File: config.mk
export PLATFORM = sky130hd
export DESIGN_NAME = branch_seq_ctrl
export DESIGN_NICKNAME = d
export VERILOG_FILES = /design/src/rtl/branch_seq_ctrl.sv
export SDC_FILE = /design/constraint.sdc
export NUM_CORES = 1
export LEC_CHECK = 0
export ABC_AREA = 1
export ABC_CLOCK_PERIOD_IN_PS = 2200
export BUFFER_PORTS_ARGS = -buffer_cell sky130_fd_sc_hd__clkbuf_2
export CAP_MARGIN = 30
export CORE_MARGIN = 2
export CORE_UTILIZATION = 45
export DETAILED_ROUTE_END_ITERATION = 16
export PLACE_DENSITY = 0.79
export SLEW_MARGIN = 30
export SYNTH_ARGS = -nofsm -noshare
export SYNTH_HDL_FRONTEND = slang
export SYNTH_SLANG_ARGS = --single-unit
File: constraint.sdc
create_clock -name clk -period 2.2 [get_ports clk]
set_input_delay 0.33 -clock clk [delete_from_list [all_inputs] [get_ports clk]]
set_output_delay 0.33 -clock clk [all_outputs]
set_load 0.005 [all_outputs]
File: src/rtl/branch_seq_ctrl.sv
// branch_seq_ctrl: multicycle instruction sequencer. It owns the PC, walks each
// instruction through FETCH/DECODE/EXEC/MEM/WB and drives the branch comparator.
// Optional feature macro: BR_STATS_EN adds saturating taken/not-taken branch counters.
//
// Handshakes: imem_req/mem_req are held high for as long as the FSM sits in
// FETCH/MEM. The matching ack completes the request on the rising edge where
// both are high. An ack seen while the request is low is ignored.
module branch_seq_ctrl #(
  parameter int              PC_W     = 32,
  parameter logic [PC_W-1:0] RESET_PC = '0
) (
  input  logic            clk,
  input  logic            rst_n,
  output logic            imem_req,
  output logic [PC_W-1:0] imem_addr,
  input  logic            imem_ack,
  input  logic            dec_is_br,
  input  logic [2:0]      dec_br_op,
  input  logic [PC_W-1:0] dec_br_target,
  input  logic            dec_is_mem,
  input  logic            dec_is_halt,
  output logic [2:0]      br_op,
  input  logic            is_branch,
  output logic            mem_req,
  input  logic            mem_ack,
  output logic            reg_we,
  output logic [PC_W-1:0] pc,
  output logic [2:0]      state,
`ifdef BR_STATS_EN
  output logic [15:0]     br_taken_cnt,
  output logic [15:0]     br_ntaken_cnt,
`endif
  output logic            halted
);

  typedef enum logic [2:0] {
    S_IDLE   = 3'd0,
    S_FETCH  = 3'd1,
    S_DECODE = 3'd2,
    S_EXEC   = 3'd3,
    S_MEM    = 3'd4,
    S_WB     = 3'd5,
    S_HALT   = 3'd6
  } state_e;

  state_e          state_q, state_d;
  logic [PC_W-1:0] pc_q, pc_d;

  // Decoded fields captured in DECODE so the decoder inputs may change afterwards.
  logic            is_br_q, is_mem_q, is_halt_q;
  logic [2:0]      br_op_q;
  logic [PC_W-1:0] target_q;

  logic            br_fire;   // EXEC cycle of a (non-halt) branch
  logic            br_taken;  // comparator says taken and opcode is a real branch

  assign br_fire  = (state_q == S_EXEC) && is_br_q && !is_halt_q;
  // Opcodes with the top bit set are never taken, whatever the comparator says.
  assign br_taken = br_fire && is_branch && !br_op_q[2];

  // State and PC registers.
  always_ff @(posedge clk or negedge rst_n) begin
    if (!rst_n) begin
      state_q <= S_IDLE;
      pc_q    <= RESET_PC;
    end else begin
      state_q <= state_d;
      pc_q    <= pc_d;
    end
  end

  // Capture the decoder outputs during DECODE.
  always_ff @(posedge clk or negedge rst_n) begin
    if (!rst_n) begin
      is_br_q   <= 1'b0;
      is_mem_q  <= 1'b0;
      is_halt_q <= 1'b0;
      br_op_q   <= 3'b111;
      target_q  <= '0;
    end else if (state_q == S_DECODE) begin
      is_br_q   <= dec_is_br;
      is_mem_q  <= dec_is_mem;
      is_halt_q <= dec_is_halt;
      br_op_q   <= dec_br_op;
      target_q  <= dec_br_target;
    end
  end

  // Next-state and next-PC selection.
  always_comb begin
    state_d = state_q;
    pc_d    = pc_q;
    case (state_q)
      S_IDLE:   state_d = S_FETCH;
      S_FETCH:  if (imem_ack) state_d = S_DECODE;
      S_DECODE: state_d = S_EXEC;
      S_EXEC: begin
        if (is_halt_q) begin
          state_d = S_HALT;
        end else if (is_br_q) begin
          state_d = S_FETCH;
          // Branch targets are forced word-aligned by clearing the low two bits.
          pc_d    = br_taken ? (target_q & ~PC_W'(3)) : pc_q + PC_W'(4);
        end else if (is_mem_q) begin
          state_d = S_MEM;
        end else begin
          state_d = S_WB;
        end
      end
      S_MEM:    if (mem_ack) state_d = S_WB;
      S_WB: begin
        state_d = S_FETCH;
        pc_d    = pc_q + PC_W'(4);
      end
      S_HALT:   state_d = S_HALT;
      default:  state_d = S_IDLE;
    endcase
  end

  // Moore-style outputs decoded from the current state.
  always_comb begin
    imem_req  = (state_q == S_FETCH);
    mem_req   = (state_q == S_MEM);
    reg_we    = (state_q == S_WB);
    halted    = (state_q == S_HALT);
    br_op     = br_fire ? br_op_q : 3'b111;
    imem_addr = pc_q;
    pc        = pc_q;
    state     = state_q;
  end

`ifdef BR_STATS_EN
  logic [15:0] br_taken_cnt_q, br_ntaken_cnt_q;

  // Saturating branch outcome counters, one increment per executed branch.
  always_ff @(posedge clk or negedge rst_n) begin
    if (!rst_n) begin
      br_taken_cnt_q  <= '0;
      br_ntaken_cnt_q <= '0;
    end else if (br_fire) begin
      if (br_taken) begin
        if (br_taken_cnt_q != 16'hFFFF) br_taken_cnt_q <= br_taken_cnt_q + 16'd1;
      end else begin
        if (br_ntaken_cnt_q != 16'hFFFF) br_ntaken_cnt_q <= br_ntaken_cnt_q + 16'd1;
      end
    end
  end

  assign br_taken_cnt  = br_taken_cnt_q;
  assign br_ntaken_cnt = br_ntaken_cnt_q;
`endif

endmodule

== Yosys cells after proc, flatten, opt, wreduce, memory -nomap -nowiden ==
Index checks and enable logic that the tools add are counted.

* Add/subtract/negate cells: 1
* Equality and inequality tests: 10
* Mux-type cells: 11
* Reductions and logical operators: 11

{| class="wikitable"
|+ Operator list
! cell !! number
|-
| 2-to-1 mux 32 bit || 3
|-
| one-hot mux 32 bit (2 select lines) || 1
|-
| adder 32 x 3 -> 32 bit (second input constant) || 1
|-
| one-hot mux 3 bit (6 select lines) || 1
|-
| 2-to-1 mux 3 bit || 5
|-
| equality test 3 bit (second input constant) || 3
|-
| equality test 3 x 2 -> 1 bit (second input constant) || 2
|-
| logical AND 1 bit || 4
|-
| inequality test 2 x 1 -> 1 bit (second input constant) || 2
|-
| inequality test 2 bit (second input constant) || 2
|-
| equality test 3 x 1 -> 1 bit (second input constant) || 1
|-
| logical NOT 3 bit || 1
|-
| AND reduction 3 bit || 1
|-
| logical NOT 1 bit || 2
|-
| AND reduction 2 bit || 1
|-
| nonzero test 2 bit || 1
|-
| OR reduction 2 bit || 1
|-
| 2-to-1 mux 1 bit || 1
|}

* Bits in registers: 73
* Input port bits: 43
* Output and inout bits: 74

== Longest topological paths before layout ==
Gate-level depths: netlist of the first run.

* Depth after elaboration: 9
* Depth in mapped cells: 11

== Worst setup path before layout of the first run ==
OpenSTA, ideal clock, no wires.

* Path type: reg-to-reg
* From: register pc_q[2], in the netlist imem_addr[2]
* To: register pc_q[14], in the netlist imem_addr[14]
* Library setup time: 0.119 ns
* Arrival: 1.388 ns
* Required time: 2.081 ns
* Setup slack: 0.693 ns
* Stages on the path, launching flop included: 9
* Path through: dfrtp_1 > ha_1 > nand2_1 > nor2_1 > nand2_1 > nor2_1 > nand3_1 > a21oi_1 > nor2_1

* Word-level cells in the longest chain between the ends: 5

{| class="wikitable"
|+ Ends and longest elaborated chain
! item !! RTL line !! source
|-
| start, declared || 47 || <nowiki>logic [PC_W-1:0] pc_q, pc_d;</nowiki>
|-
| start signal, assigned || 68 || <nowiki>pc_q <= pc_d;</nowiki>
|-
| adder 32 x 3 -> 32 bit (*) || 103, 113 ||
|-
| 2-to-1 mux 32 bit || 103 || <nowiki>pc_d = br_taken ? (target_q & ~PC_W'(3)) : pc_q + PC_W'(4);</nowiki>
|-
| 2-to-1 mux 32 bit || 100 || <nowiki>end else if (is_br_q) begin</nowiki>
|-
| 2-to-1 mux 32 bit || 98 || <nowiki>if (is_halt_q) begin</nowiki>
|-
| one-hot mux 32 bit (2 select lines) (*) || 93 || <nowiki>case (state_q)</nowiki>
|}

Every way passes the cells marked *; elsewhere a longest branch is shown, timed or not. The select of a mux whose other input is x is not followed.
A chain may end at the register's enable or synchronous reset.

== Final worst setup path of the first run ==
* From: register state_q[1], in the netlist state[1]
* To: output br_op[0]

* Word-level cells in the longest chain between the ends: 4

{| class="wikitable"
|+ Ends and longest elaborated chain
! item !! RTL line !! source
|-
| start, declared || 46 || <nowiki>state_e state_q, state_d;</nowiki>
|-
| start signal, assigned || 67 || <nowiki>state_q <= state_d;</nowiki>
|-
| equality test 3 x 2 -> 1 bit || 57 || <nowiki>assign br_fire = (state_q == S_EXEC) && is_br_q && !is_halt_q;</nowiki>
|-
| logical AND 1 bit (2 in series) || 57 ||
|-
| 2-to-1 mux 3 bit || 126 || <nowiki>br_op = br_fire ? br_op_q : 3'b111;</nowiki>
|-
| end, declared || 22 || <nowiki>output logic [2:0] br_op,</nowiki>
|}

No other way between the ends.

==> results of run 1 <==
-- cell families (layout without fill, tap and decap cells) --
family | after synthesis | after routing
fa+ha+maj | 1 | 1
xor+xnor | 2 | 2
simple gates | 294 | 294
compound gates | 54 | 54
mux | 31 | 31
other cells | 1 | 4
flops | 69 | 69
buf+inv | 97 | 178
-- metal layers --
metal / vias up / part of all wire, %
met4: 0 / 2.2
li1: 1869 / -
met1: 1718 / 43
met3: 16 / 5.7
met5: - / 0
met2: 117 / 49
-- cells in the mapped netlist --
master and count:
nand2_1 155, o21ai_0 18, nand3_1 37, buf_2 9, nor2_1 81, nand2_2 1, mux2_2 31, inv_1 43
or2_2 3, nor2_2 5, nand4_1 1, o22ai_1 1, nand4_4 1, o31ai_1 1, xnor2_1 2, buf_4 35
clkbuf_1 3, nor2_4 2, dfrtp_1 66, inv_2 3, or2_0 2, nand3b_1 5, a21oi_1 28, o211ai_1 2
conb_1 1, dfstp_2 3, buf_6 4, nor3_1 1, ha_1 1, o21ai_1 4
-- state kept, by name, indices dropped and copies added (netlist names) --
signal / count
is_halt_q: 1
target_q: 30
state: 3
is_br_q: 1
is_mem_q: 1
br_op_q: 3
imem_addr: 30
-- layout by cell type (no fill, tap or decap) --
master	count
nand2_1	155
clkbuf_2	109
nor2_1	81
dfrtp_1	66
inv_1	43
nand3_1	36
mux2_2	31
a21oi_1	28
o21ai_0	18
clkbuf_8	12
nor2_2	5
nand3b_1	5
o21ai_1	4
conb_1	4
or2_2	3
inv_2	3
dfstp_2	3
buf_4	3
nor2_4	2
or2_0	2
xnor2_1	2
o211ai_1	2
buf_12	2
nor3_1	1
nand2_2	1
nand3_2	1
nand4_4	1
nand4_1	1
o22ai_1	1
o31ai_1	1
ha_1	1
clkbuf_1	1
clkinv_2	1
clkinvlp_4	1
bufinv_16	1
dlygate4sd3_1	1
buf_2	1
-- timing repair --
item	in CTS	in global routing
hold buffers	1	0
endpoints found under the hold margin	6	0
setup endpoints to repair	0	0
-- metrics by stage --
step           cells  setup slack (ns)  hold WS (ns)  cell area [µm²]
2_1_floorplan    552            0.6929       0.03441             4173
3_3_place_gp     727            0.4905        0.2109             4566
3_5_place_dp     727            0.4393        0.2104             4566
4_1_cts          744            0.3007        0.1923             4787
5_1_grt          744            0.1885        0.2125             4787
6_report         744            0.2983        0.2042             4787
-- worst min-delay path, delay by kind of cell --
kind / cells / cell delay [ns]
buffers and inverters: 1 / 0.08
AND/OR/NAND/NOR: 1 / 0.09
AO/OA/AOI/OAI: 1 / 0.04
-- worst max-delay path by stage --
stage	startpoint	endpoint	slack, ns	depth (start not counted)
finish	state[1]$_DFFE_PN0P_	br_op[0]	0.30	5
global route	imem_addr[2]$_DFFE_PN0P_	imem_addr[22]$_DFFE_PN0P_	0.19	10
global placement	imem_addr[2]$_DFFE_PN0P_	imem_addr[22]$_DFFE_PN0P_	0.49	10
floorplan	imem_addr[2]$_DFFE_PN0P_	imem_addr[14]$_DFFE_PN0P_	0.69	8
CTS	state[1]$_DFFE_PN0P_	br_op[1]	0.30	5
detailed placement	imem_addr[2]$_DFFE_PN0P_	imem_addr[22]$_DFFE_PN0P_	0.44	10
-- cell type report --
cell class	instances	area (µm²)
clock buffers	13	168.9
clock inverters	3	42.54
fillers	855	4322
inverters	46	172.7
multi-input cells	386	1911
flip-flops and latches	69	1730
well taps	111	138.9
repair buffers	116	623.1
-- power by group through the flow --
stage               registers, W  clock network [W]  logic, W
floorplan                0.00237                  0   0.00179
global placement         0.00249                  0   0.00221
detailed placement       0.00253                  0   0.00228
global route             0.00261            0.00116   0.00256
finish                   0.00251            0.00109   0.00226
CTS                      0.00251            0.00111   0.00230
==> key figures, run 1 <==
Status
  • Outcome: finished clean

Die
  • Die area: around 0.01 mm²
  • Initial Util: between 40% and 50%
  • Core area: a little over 0.009 mm²
  • Die width: about 100 µm
  • # rows: 35
  • Die Ht: roughly 100 µm
  • Io pins: roughly 120

Routing
  • DR WL/cell: about 13 µm
  • Vias post-DR: between 3000 and 4000
  • Remaining DRCs: 0
  • DRT Pass-1 Iters: 4
  • Initial DRC Count: around 320
  • Avg Vias per Cell: 5.000
  • Routed WL: 9.656 mm
  • Post-route ant nets: 0

Synthesis
  • Synthesized instance count: about 550
  • Synth Area in Compound Gates: roughly 6.7%
  • Count of different cell masters after synthesis: 30
  • Syn_area_per_cell: 7.580 µm²
  • Mux contribution to synthesized area: under 10%
  • Post-synth top area share: 39.69%
  • Post-Synth XOR/XNOR Area: less than 1%
  • Register area share after synthesis: about two fifths
  • Synth area leaders: dfrtp_1, nand2_1, mux2_2
  • Register bit total from synthesis: 69
  • Simple-Gate Fraction of Synth Area: ~30%
  • Syn Std Cell Area: 0.004161 mm²
  • Synthesis warning total: 0
  • Largest family of logic cells by synthesized area: simple AND/OR/NAND/NOR gates
  • Cell taking the most area after synthesis: dfrtp_1
  • Adder-cell area share of the yosys netlist: less than 1%

Timing
  • Clock Skews: 0.01034 ns
  • Rel. slew slack: around 64%
  • Setup TNS: 0 ns
  • Tightest Pin Transition: around 0.53 ns
  • RSZ-0062 raised after global routing: no
  • Final slew viol count: 0
  • Tcrit/Tclk final: around 86%
  • Endpoints failing hold: 0
  • Fmax: 525.9 MHz
  • Final setup vio count: 0
  • Fin crit period: ~1.9 ns

Global route
  • Gr busiest metal: met2
  • GR Layer Usage met3: 3.343%
  • First-pass GRT wire length: 16.27 mm
  • Largest net degree at the start of global routing: between 60 and 70
  • Met2 Use GR: 33.45%
  • Total global routing overflow: 0
  • Vias in the first global route: roughly 3500
  • Overall routing resource usage: ~20%
  • Met1 track demand over resource: 26.70%
  • Initial antenna violation count: 0

Clocking
  • CTS Sinks: between 60 and 70
  • Post-CTS sizing: 0
  • H-Tree Depth: 3
  • Inserted Clock Buffers: 9
  • CTS max path bufs: 2
  • CTS tree: yes
  • Worst skew pair latency: around 0.34 ns
  • Clock root buffer: clkbuf_8
  • Post-CTS Setup Bufs: 0
  • Clock-pin slew on the worst setup and hold paths: approximately 0.080 ns

Worst setup path
  • Arr. time, crit path: around 1.6 ns
  • R2r setup slk: approximately 0.4 ns
  • Worst r2r src: imem_addr[2]$_DFFE_PN0P_
  • Reg2Reg Capture Point: imem_addr[14]$_DFFE_PN0P_
  • Worst Setup End Kind: output port
  • CP bufs+invs: 1
  • CP top delay family: simple AND/OR/NAND/NOR gates
  • Maximum fanout along the worst path: 7
  • Cells on worst reg2reg path: 8
  • Max stage delay on crit path: 0.49 ns
  • Critical setup path kind: register to output port
  • Worst EP required: around 1.9 ns
  • CP Launch Type: register
  • CP Cell Sequence: nand2_2 > nor2_4 > nand2_1 > or2_2 > clkbuf_2
  • CP max stage cell: dfrtp_1

Layout
  • Synthesis-to-layout area growth: 15.03%
  • Final net count: around 670
  • Final core occ: approximately 53%
  • Share of cells above drive strength 1: between 20% and 30%
  • Ant. Diodes: 0

Pwr
  • Overall power: around 0.0059 W
  • Sequential power share: about 43%
  • Sw Share: 38.62%
  • Combinational Power Share: between 30% and 40%
  • Internal power: 0.003602 W
  • Clk pwr share: between 10% and 20%
  • Leak pwr: between 2 and 2.5 nW
  • Peak supply drop: approximately 0.00068 V
  • Sw power: between 0.002 and 0.0025 W
  • Power Density: ~1200 mW/mm²

Placed design
  • DPL Wire Length: between 7 and 8 mm
  • Routability Congestion: approximately 0.86
  • Port Buffers: between 100 and 150

Worst hold path
  • Worst hold-check path type: input pin to register
  • Worst Hold End: br_op_q[2]$_DFFE_PN1P_
  • Min-delay src: dec_br_op[2]
  • Hold path depth: 3

Flow run
  • Max cap viols: 0
(Power assumes the default switching activity.)
==> run 2, diff against run 1 <==
--- a/config.mk
+++ b/config.mk
@@ -9,7 +9,7 @@
 export ABC_CLOCK_PERIOD_IN_PS = 2200
 export BUFFER_PORTS_ARGS = -buffer_cell sky130_fd_sc_hd__clkbuf_2
 export CAP_MARGIN = 30
-export CORE_MARGIN = 2
+export CORE_MARGIN = 1.5
 export CORE_UTILIZATION = 45
 export DETAILED_ROUTE_END_ITERATION = 16
 export PLACE_DENSITY = 0.79
==> key figures, run 2 (synthesis results as in run 1) <==
Routing
  • Vias post-DR: about 3800
  • DR WL/cell: between 10 and 15 µm
  • Remaining DRCs: 0
  • Post-route ant nets: 0
  • Initial DRC Count: roughly 310
  • Avg Vias per Cell: 5.127
  • Routed WL: slightly below 10 mm
  • DRT Pass-1 Iters: 7

Timing
  • Fin crit period: 1.888 ns
  • Clock Skews: approximately 0.013 ns
  • Final setup vio count: 0
  • Setup TNS: 0 ns
  • RSZ-0062 raised after global routing: no
  • Fmax: about 530 MHz
  • Endpoints failing hold: 22
  • Final slew viol count: 0
  • Tcrit/Tclk final: 85.81%
  • Hold slack: -0.01242 ns

Die
  • Io pins: around 120
  • # rows: 34
  • Core area: 0.008848 mm²
  • Die Ht: just under 100 µm
  • Initial Util: 47.03%
  • Die area: 0.009834 mm²
  • Die width: around 99 µm

Layout
  • Most frequent cells in the layout: nand2_1, clkbuf_2, nor2_1
  • Most common cell after layout, fill and taps aside: nand2_1
  • Ant. Diodes: 0
  • Share of cells above drive strength 1: between 20 and 30%
  • Final net count: 672
  • Fillers: 806
  • Synthesis-to-layout area growth: 14.76%

Worst setup path
  • Maximum fanout along the worst path: 7
  • Worst EP required: about 1.9 ns
  • Worst Setup End Kind: output port
  • Critical setup path kind: register to output port
  • Arr. time, crit path: roughly 1.6 ns
  • CP Launch Type: register

Global route
  • Vias in the first global route: ~3600
  • Initial antenna violation count: 0
  • First-pass GRT wire length: 16.31 mm
  • Total global routing overflow: 0
  • Overall routing resource usage: 20.66%
  • Largest net degree at the start of global routing: 70

Worst hold path
  • Worst hold-check path type: input pin to async pin

Pwr
  • Peak supply drop: between 0.0006 and 0.0007 V
  • Power Density: ~1200 mW/mm²
  • Overall power: approximately 0.0059 W
  • Leak pwr: about 2.4 nW

Clocking
  • H-Tree Depth: 3
  • Post-CTS sizing: 0
  • CTS Sinks: 69
  • CTS Hold Bufs: 0
  • CTS max path bufs: 2
  • Inserted Clock Buffers: 9
  • Post-CTS Setup Bufs: 0
  • Worst skew pair latency: around 0.35 ns
  • Clock-pin slew on the worst setup and hold paths: around 0.08 ns
  • CTS tree: yes
  • Clock root buffer: clkbuf_8

Status
  • Outcome: complete, but fails checks
  • Failing checks: hold timing

Flow run
  • Max cap viols: 0

Placed design
  • Routability Congestion: ~0.88
  • DPL Wire Length: about 7.3 mm
  • Port Buffers: 110
run 2: final timing paths:
check | start | depth (start not counted) | to | slack (ns)
worst max-delay path | state[0]$_DFFE_PN0P_ | 5 | br_op[1] | 0.31
worst min-delay path | rst_n | 2 | imem_addr[7]$_DFFE_PN0P_ | -0.01
worst max register to register | imem_addr[3]$_DFFE_PN0P_ | 8 | imem_addr[14]$_DFFE_PN0P_ | 0.34
worst min register to register | target_q[12]$_DFFE_PN0P_ | 1 | target_q[12]$_DFFE_PN0P_ | 0.51
max in group asynchronous | rst_n | 2 | br_op_q[2]$_DFFE_PN1P_ | 1.86
min in group clk | dec_br_target[6] | 2 | target_q[6]$_DFFE_PN0P_ | 0.21
run 2: layer usage:
layer | vias to the layer above | global-route usage, % | wire [µm]
li1 | 1866 | - | -
met1 | 1735 | 26.75 | 4266
met2 | 165 | 33.37 | 4535
met3 | 33 | 5.200 | 735
met4 | 0 | 8.342 | 256
met5 | - | 0 | 0
run 2: final cells by class:
cell class	count	area, µm²	area share, %
clock buffer	15	176.4	3.694
clock inverter	1	30.03	0.6288
inverter	46	172.7	3.615
multi-input combinational	386	1911	40.01
sequential	69	1730	36.23
tap	108	135.1	2.829
timing repair buffer	116	620.6	12.99
run 2: power by group:
group          switching [W]  internal, W
combinational        0.00117      0.00110
clock               0.000467     0.000619
sequential          0.000646      0.00188
total                0.00228      0.00361
run 2: through the flow:
stage / cells / cell area, µm² / setup slack, ns / hold WS, ns / util, %
2_1_floorplan: 552 / 4173 / 0.6929 / 0.03441 / -
3_3_place_gp: 725 / 4569 / 0.5013 / 0.3816 / 51.64
3_5_place_dp: 725 / 4569 / 0.4096 / 0.3854 / 51.64
4_1_cts: 741 / 4776 / 0.2915 / 0.003815 / 53.97
5_1_grt: 741 / 4776 / 0.2066 / 0.04035 / 53.97
6_report: 741 / 4776 / 0.3121 / -0.01242 / 53.97
run 2: worst max-delay path: stages, from the launching register on:
cell and delay (ns):
dfrtp_1 0.47, nand2_2 0.10, nor2_4 0.13, nand2_1 0.11, or2_2 0.29, clkbuf_2 0.11
